## config.mk

```make
export PLATFORM = sky130hd
export DESIGN_NAME = data_memory_block
export DESIGN_NICKNAME = d
export VERILOG_FILES = /design/src/rtl/data_memory_block.sv
export SDC_FILE = /design/constraint.sdc
export NUM_CORES = 2
export LEC_CHECK = 0
export CORE_ASPECT_RATIO = 1.1
export CORE_MARGIN = 1.5
export CORE_UTILIZATION = 55
export CTS_BUF_LIST = sky130_fd_sc_hd__clkbuf_16
export CTS_CLUSTER_SIZE = 16
export DETAILED_ROUTE_END_ITERATION = 8
export PLACE_DENSITY = 0.71
export SLEW_MARGIN = 20
export SYNTH_ARGS = -nofsm -noshare
export SYNTH_HDL_FRONTEND = slang
export SYNTH_SLANG_ARGS = --single-unit
```

## constraint.sdc

```tcl
create_clock -name clk -period 2.95 [get_ports clk]
set_clock_uncertainty 0.15 [all_clocks]
set_input_delay 0.295 -clock clk [delete_from_list [all_inputs] [get_ports clk]]
set_output_delay 0.295 -clock clk [all_outputs]
set_load 0.01 [all_outputs]
```

## src/rtl/data_memory_block.sv

```systemverilog
// Data-memory pipeline stage: single-port 2**ADDR_W x 16 RAM with a registered stage result.
// Define DATA_MEMORY_CLEAR_EN to add the post-reset memory-clear sequence (INIT state, busy).
module data_memory_block #(
    parameter int unsigned ADDR_W = 8
) (
    input  logic        clk,
    input  logic        reset,
    input  logic [15:0] ans_ex,
    input  logic [15:0] st_data_ex,
    input  logic        mem_en_ex,
    input  logic        mem_rw_ex,
    input  logic        stall,
    output logic [15:0] ans_dm,
    output logic        busy
);
    localparam int unsigned DATA_W = 16;
    localparam int unsigned DEPTH  = 1 << ADDR_W;

    logic [DATA_W-1:0] mem [DEPTH];
    logic [ADDR_W-1:0] addr;
    logic              mem_we;
    logic [ADDR_W-1:0] mem_waddr;
    logic [DATA_W-1:0] mem_wdata;
    logic              ans_ld;
    logic [DATA_W-1:0] ans_nxt;

    // Upper result bits are ignored, so addresses wrap modulo DEPTH.
    assign addr = ans_ex[ADDR_W-1:0];

`ifdef DATA_MEMORY_CLEAR_EN
    typedef enum logic {
        INIT = 1'b0,
        RUN  = 1'b1
    } state_t;

    state_t            state;
    state_t            state_nxt;
    logic [ADDR_W-1:0] clr_cnt;

    always_ff @(posedge clk or negedge reset) begin
        if (!reset) state <= INIT;
        else        state <= state_nxt;
    end

    // INIT leaves after the last word has been cleared.
    always_comb begin
        state_nxt = state;
        case (state)
            INIT:    if (&clr_cnt) state_nxt = RUN;
            default: state_nxt = state;
        endcase
    end

    always_ff @(posedge clk or negedge reset) begin
        if (!reset)             clr_cnt <= '0;
        else if (state == INIT) clr_cnt <= clr_cnt + ADDR_W'(1);
    end

    always_ff @(posedge clk or negedge reset) begin
        if (!reset) busy <= 1'b1;
        else        busy <= (state_nxt == INIT);
    end
`else
    assign busy = 1'b0;
`endif

    // Memory port and stage-result selection; writes are gated off while reset is low.
    always_comb begin
        mem_we    = 1'b0;
        mem_waddr = addr;
        mem_wdata = st_data_ex;
        ans_ld    = 1'b0;
        ans_nxt   = ans_ex;
`ifdef DATA_MEMORY_CLEAR_EN
        if (state == INIT) begin
            mem_we    = reset;
            mem_waddr = clr_cnt;
            mem_wdata = '0;
        end else
`endif
        if (!stall) begin
            ans_ld = 1'b1;
            if (mem_en_ex && mem_rw_ex) mem_we  = reset;
            else if (mem_en_ex)         ans_nxt = mem[addr];
        end
    end

    // The array itself is never reset; only the clear sequence zeroes it.
    always_ff @(posedge clk) begin
        if (mem_we) mem[mem_waddr] <= mem_wdata;
    end

    always_ff @(posedge clk or negedge reset) begin
        if (!reset)      ans_dm <= '0;
        else if (ans_ld) ans_dm <= ans_nxt;
    end

endmodule

```

---- After elaboration in Yosys (flattened, before gate mapping) ----
Memory sizes are Yosys's and may differ from the RTL's.
Cells that the tools add are included.
word-level totals
  bits of input ports ..................... 37
  logic and storage cells ................. 9
  memories kept ........................... 1
  flip-flop bits (word level) ............. 16
  memory bits (writable) .................. 4,096
memories
  name  depth  bits a word  rd ports  clocked after Yosys merged registers in  wr ports  RTL line  RTL
  mem   256    16           1         0                                        1         19        logic [DATA_W-1:0] mem [DEPTH];
cells by class
  mux-type cells .......................... 6
  reduce and logical (&&, ||, !) cells .... 1
operators with widths
  operator             count
  $mux W16             2
  $mux W1              4
  $logic_and A1 B1 Y1  1

---- Longest topological paths before layout ----
  depth after elaboration ................. 5
  mapped depth ............................ 12
  mapped depth without buffers ............ 6

---- Worst setup path after synthesis ----
Ideal clock, no wire load.
  path type ............................... input to register
  start ................................... input ans_ex[1]
  end ..................................... memory mem[182][0] (enable)
  arrival time ............................ 2,821 ps
  data required time ...................... 2,412 ps
  path slack .............................. -409 ps
  setup time .............................. 388 ps
  stages on the path ...................... 10
  cells stage by stage .................... buf_2 -> buf_4 -> buf_2 -> buf_1 -> buf_1 -> nand2_1 -> nor2_1 -> nand2_1 -> clkbuf_1 -> nor2_1
RTL lines
  element          RTL line  RTL
  start, declared  8         input logic [15:0] ans_ex,
  end, declared    19
Straight into the memory's write port.

---- Final worst setup path ----
  start ................................... memory mem[8][6]
  end ..................................... register ans_dm[6]
between the ends
  word-level cells in the longest chain between the ends .. 3
RTL lines
  element               RTL line  RTL
  $mem_v2 Z256 W16      n/a
  $mux W16              84        else if (mem_en_ex) ans_nxt = mem[addr];
  $mux W16              83        if (mem_en_ex && mem_rw_ex) mem_we = reset;
  end signal, assigned  95        else if (ans_ld) ans_dm <= ans_nxt;
  end, declared         13        output logic [15:0] ans_dm,
No other way between the ends.
A chain may end at the register's enable or synchronous reset.

==> summary.md <==
| Metric | Value |
|---|---|
| Vias in the first global route | 79730 |
| Hold_sp | ans_ex[6] |
| Root buffer cell | clkbuf_16 |
| Die width | 511.4 um |
| Dpl cells | 11050 |
| Setup ws final | -39.21 ps |
| RSZ-0062 raised after global routing | yes |
| Critical Path AT | 3610 ps |
| Layout area overhead | 19.24% |
| Avg Synthesized Cell Area | 23.60 um2 |
| Worst R2R End | ans_dm[6] |
| Antenna violations before repair | 12 |
| WHS Path Cells | 4 |
| Setup bufs post-CTS | 0 |
| Fin util | 65.85% |
| Max Clock Freq | 334.5 MHz |
| H-tree levels | 5 |
| CTS Buf Count | 391 |
| Initial Util | 55.23% |
| Crit path capture type | flop |
| # DRC | 0 |
| Cell count of the worst reg-to-reg path | 7 |
| Count of final hold-check violations | 0 |
| Drt initial violations | 10890 |
| DR vias/cell | 6.687 |
| Post-Layout Inst Area | 186500 um2 |
| Slowest stage delay, CP | 510 ps |
| Number of top-level pins | 54 |
| Sinks on Clock Net | 4112 |
| Sequential share of the synthesized area | 78.91% |
| Largest net degree at the start of global routing | 106 |
| Setup total negative slack | -109.3 ps |
| Ratio of cells with drive above 1 in the final layout | 36.93% |
| Via count | 78790 |
| PortBufs | 52 |
| Final Wtd Congestion | 0.8931 |
| Worst EP required | 3570 ps |
| Pwr dens | 647.7 nW/um2 |
| CP Max Fanout | 1 |
| Fin cells | 11780 |
| Peak supply drop | 515.9 uV |
| FP Rows | 205 |
| Crit start category | flop |
| WL per Instance | 35.74 um |
| Total power | 120.8 mW |
| Max-Cap Viols | 0 |
| Slew margin rel. | 24.60% |
| CTS tree | done |
| Core ar. | 283200 um2 |
| Worst skew pair latency | 940 ps |
| Syn_nets | 6663 |
| Reg-to-reg critical path startpoint | mem[8][6] |
| DP Area | 173300 um2 |
| Ys Warns | 0 |
| Crit path time final | 2989 ps |
| Congestion Overflow GR | 0 |
| Worst hold path type | primary input to flop |
| Full die area | 287600 um2 |
| Violated checks | setup timing |
| Fin crit share | 101.3% |
| Layout Nets | 7773 |
| Die H | 562.3 um |
| WHS Endpoint | ans_dm[10] |
| Fill cells | 17300 |
| Post-Route WL | 421.1 mm |
| Worst-margin pin slew | 1102 ps |
| CTS clk-pin slew, worst paths | 70 ps |
| Max Transition Viols Final | 0 |
| Leakage | 59.09 nW |
| Synth cell types | 47 |
| Async set-reset flop share out of synthesis | 0.3891% |
| Ys flop type | edfxtp_1 |
| Drt pass-1 iters | 6 |
| Synth Instances | 6626 |
| Worst R2R Setup Slack | -40 ps |
| Status | finished with violations |
| Global-route wire length before repair | 596.9 mm |
| DP Wirelength | 260.3 mm |
| Mapped Area | 156400 um2 |
| Crit path kind | flop to flop |
| Crit-path cells | mux4_2 > a22oi_1 > a21oi_1 > o41ai_4 > buf_4 > a41oi_1 > a211o_1 |
| Setup Viol. Count Final | 3 |
| Global Route Usage Sum | 29.38% |
| Post-DRT Antenna Nets | 0 |
| Yosys reg bits | 4112 |
| Crit-path slowest cell | mux4_2 |
| Clock Tree Buf Depth | 4 |
| Number of synthesized flops with an enable pin | 4096 |
==> where the power goes <==
group	internal, mW	total [mW]	switching, mW
sequential	64.3	64.4	0.120
clock	28.4	49.9	21.5
combinational	2.65	6.50	3.85
==> registers in the layout, indices dropped and copies added (netlist names) <==
signal,flops
ans_dm,16
mem,4096
==> synth_stat cells, drive strengths merged (2+ instances only) <==
| cell | number | area share [%] |
|---|---|---|
| o41ai | 40 | 0.22 |
| mux4 | 1120 | 16 |
| a22oi | 331 | 1.6 |
| and3 | 2 | 0.0080 |
| a211o | 10 | 0.056 |
| and4 | 2 | 0.011 |
| nor2b | 8 | 0.032 |
| a41oi | 10 | 0.056 |
| nor3 | 10 | 0.032 |
| mux2 | 5 | 0.036 |
| nand3 | 7 | 0.022 |
| buf | 181 | 0.68 |
| a21oi | 172 | 0.55 |
| a32oi | 3 | 0.017 |
| clkbuf | 219 | 0.53 |
| a2111oi | 3 | 0.018 |
| mux2i | 21 | 0.13 |
| nor2 | 284 | 0.68 |
| a31oi | 2 | 0.0080 |
| dfrtp | 16 | 0.26 |
| edfxtp | 4096 | 79 |
| and2 | 3 | 0.012 |
| a221oi | 2 | 0.011 |
| nand2b | 3 | 0.012 |
| nor3b | 9 | 0.043 |
| nand2 | 49 | 0.12 |
| o2111ai | 2 | 0.011 |
==> worst max-delay path by stage <==
stage / startpoint / endpoint / slack, ps / depth (start not counted)
floorplan: ans_ex[0] / mem[201][0] / -210 / 11
global placement: ans_ex[0] / ans_dm[14] / -1670 / 11
detailed placement: ans_ex[0] / ans_dm[1] / -1280 / 11
CTS: mem[13][9] / ans_dm[9] / 0.4 / 9
global route: mem[138][7] / ans_dm[7] / 5 / 8
finish: mem[8][6] / ans_dm[6] / -40 / 7
==> through the flow <==
step	hold slack, ps	worst slack, ps
floorplan	-150.6	-208.6
global placement	493.3	-1669
detailed placement	498.1	-1277
CTS	32.92	0.3835
global route	97.15	5.233
finish	73.35	-39.21
==> cells in the final DEF (no fill, tap or decap), drive strengths merged, types with 6 or more instances in the layout <==
master         Yosys  layout
clkdlybuf4s50      0      30
nand2             49      49
a211o             10      10
diode              0       6
clkinv             1     179
bufinv             0      44
nand3              7       7
clkinvlp           0      14
a41oi             10      10
buf              181    1061
nor2b              8       8
inv                1      74
a21oi            172     172
clkbuf           219     406
mux4            1120    1120
dfrtp             16      16
edfxtp          4096    4096
nor3              10      10
nor2             284     284
nor3b              9       9
mux2i             21      21
a22oi            331     331
o41ai             40      40
dlygate4sd3        0      19
==> critical path: cells and delay by family (launching register included) <==
kind / cells / cell delay, ps
buffers and inverters: 1 / 210
multiplexers: 1 / 510
flip-flops: 1 / 410
AO/OA/AOI/OAI: 5 / 1550
==> cell families (layout without fill, tap and decap cells) <==
logic type | count (synthesis) | in the layout | synth area share (%)
AO/OA/AOI/OAI | 585 | 585 | 2.591
buffers and inverters | 402 | 1827 | 1.215
flip-flops | 4112 | 4112 | 78.91
multiplexers | 1146 | 1146 | 16.30
other | 1 | 7 | 0.002398
AND/OR/NAND/NOR | 380 | 380 | 0.9865
==> layer usage <==
| metal | GRT usage, % | share of wire, % | up-vias |
|---|---|---|---|
| li1 | - | - | 30850 |
| met4 | 14.68 | 5.7 | 12 |
| met1 | 39.45 | 35 | 42140 |
| met3 | 5.151 | 10 | 859 |
| met2 | 47.08 | 49 | 4927 |
| met5 | 0 | 0.022 | - |
==> timing repair <==
item / CTS / global route
endpoints found under the setup margin: 9 / 9
hold buffers: 19 / 0
resized for setup: 26 / 13
pin swaps: 6 / 5
hold endpoints to repair: 1659 / 0
==> cell type report <==
type                       instances  area, um2  share of cell area [%]
multi-input combinational       2112      32170                   17.25
tap                             3726       4662                   2.500
sequential                      4112     123400                   66.17
timing repair buffer            1117      13560                   7.270
antenna                            6      15.01                0.008052
clock inverter                   309       2685                   1.440
inverter                           2      7.507                0.004026
clock buffer                     399       9985                   5.354
Power figures use the tool's default switching activity.
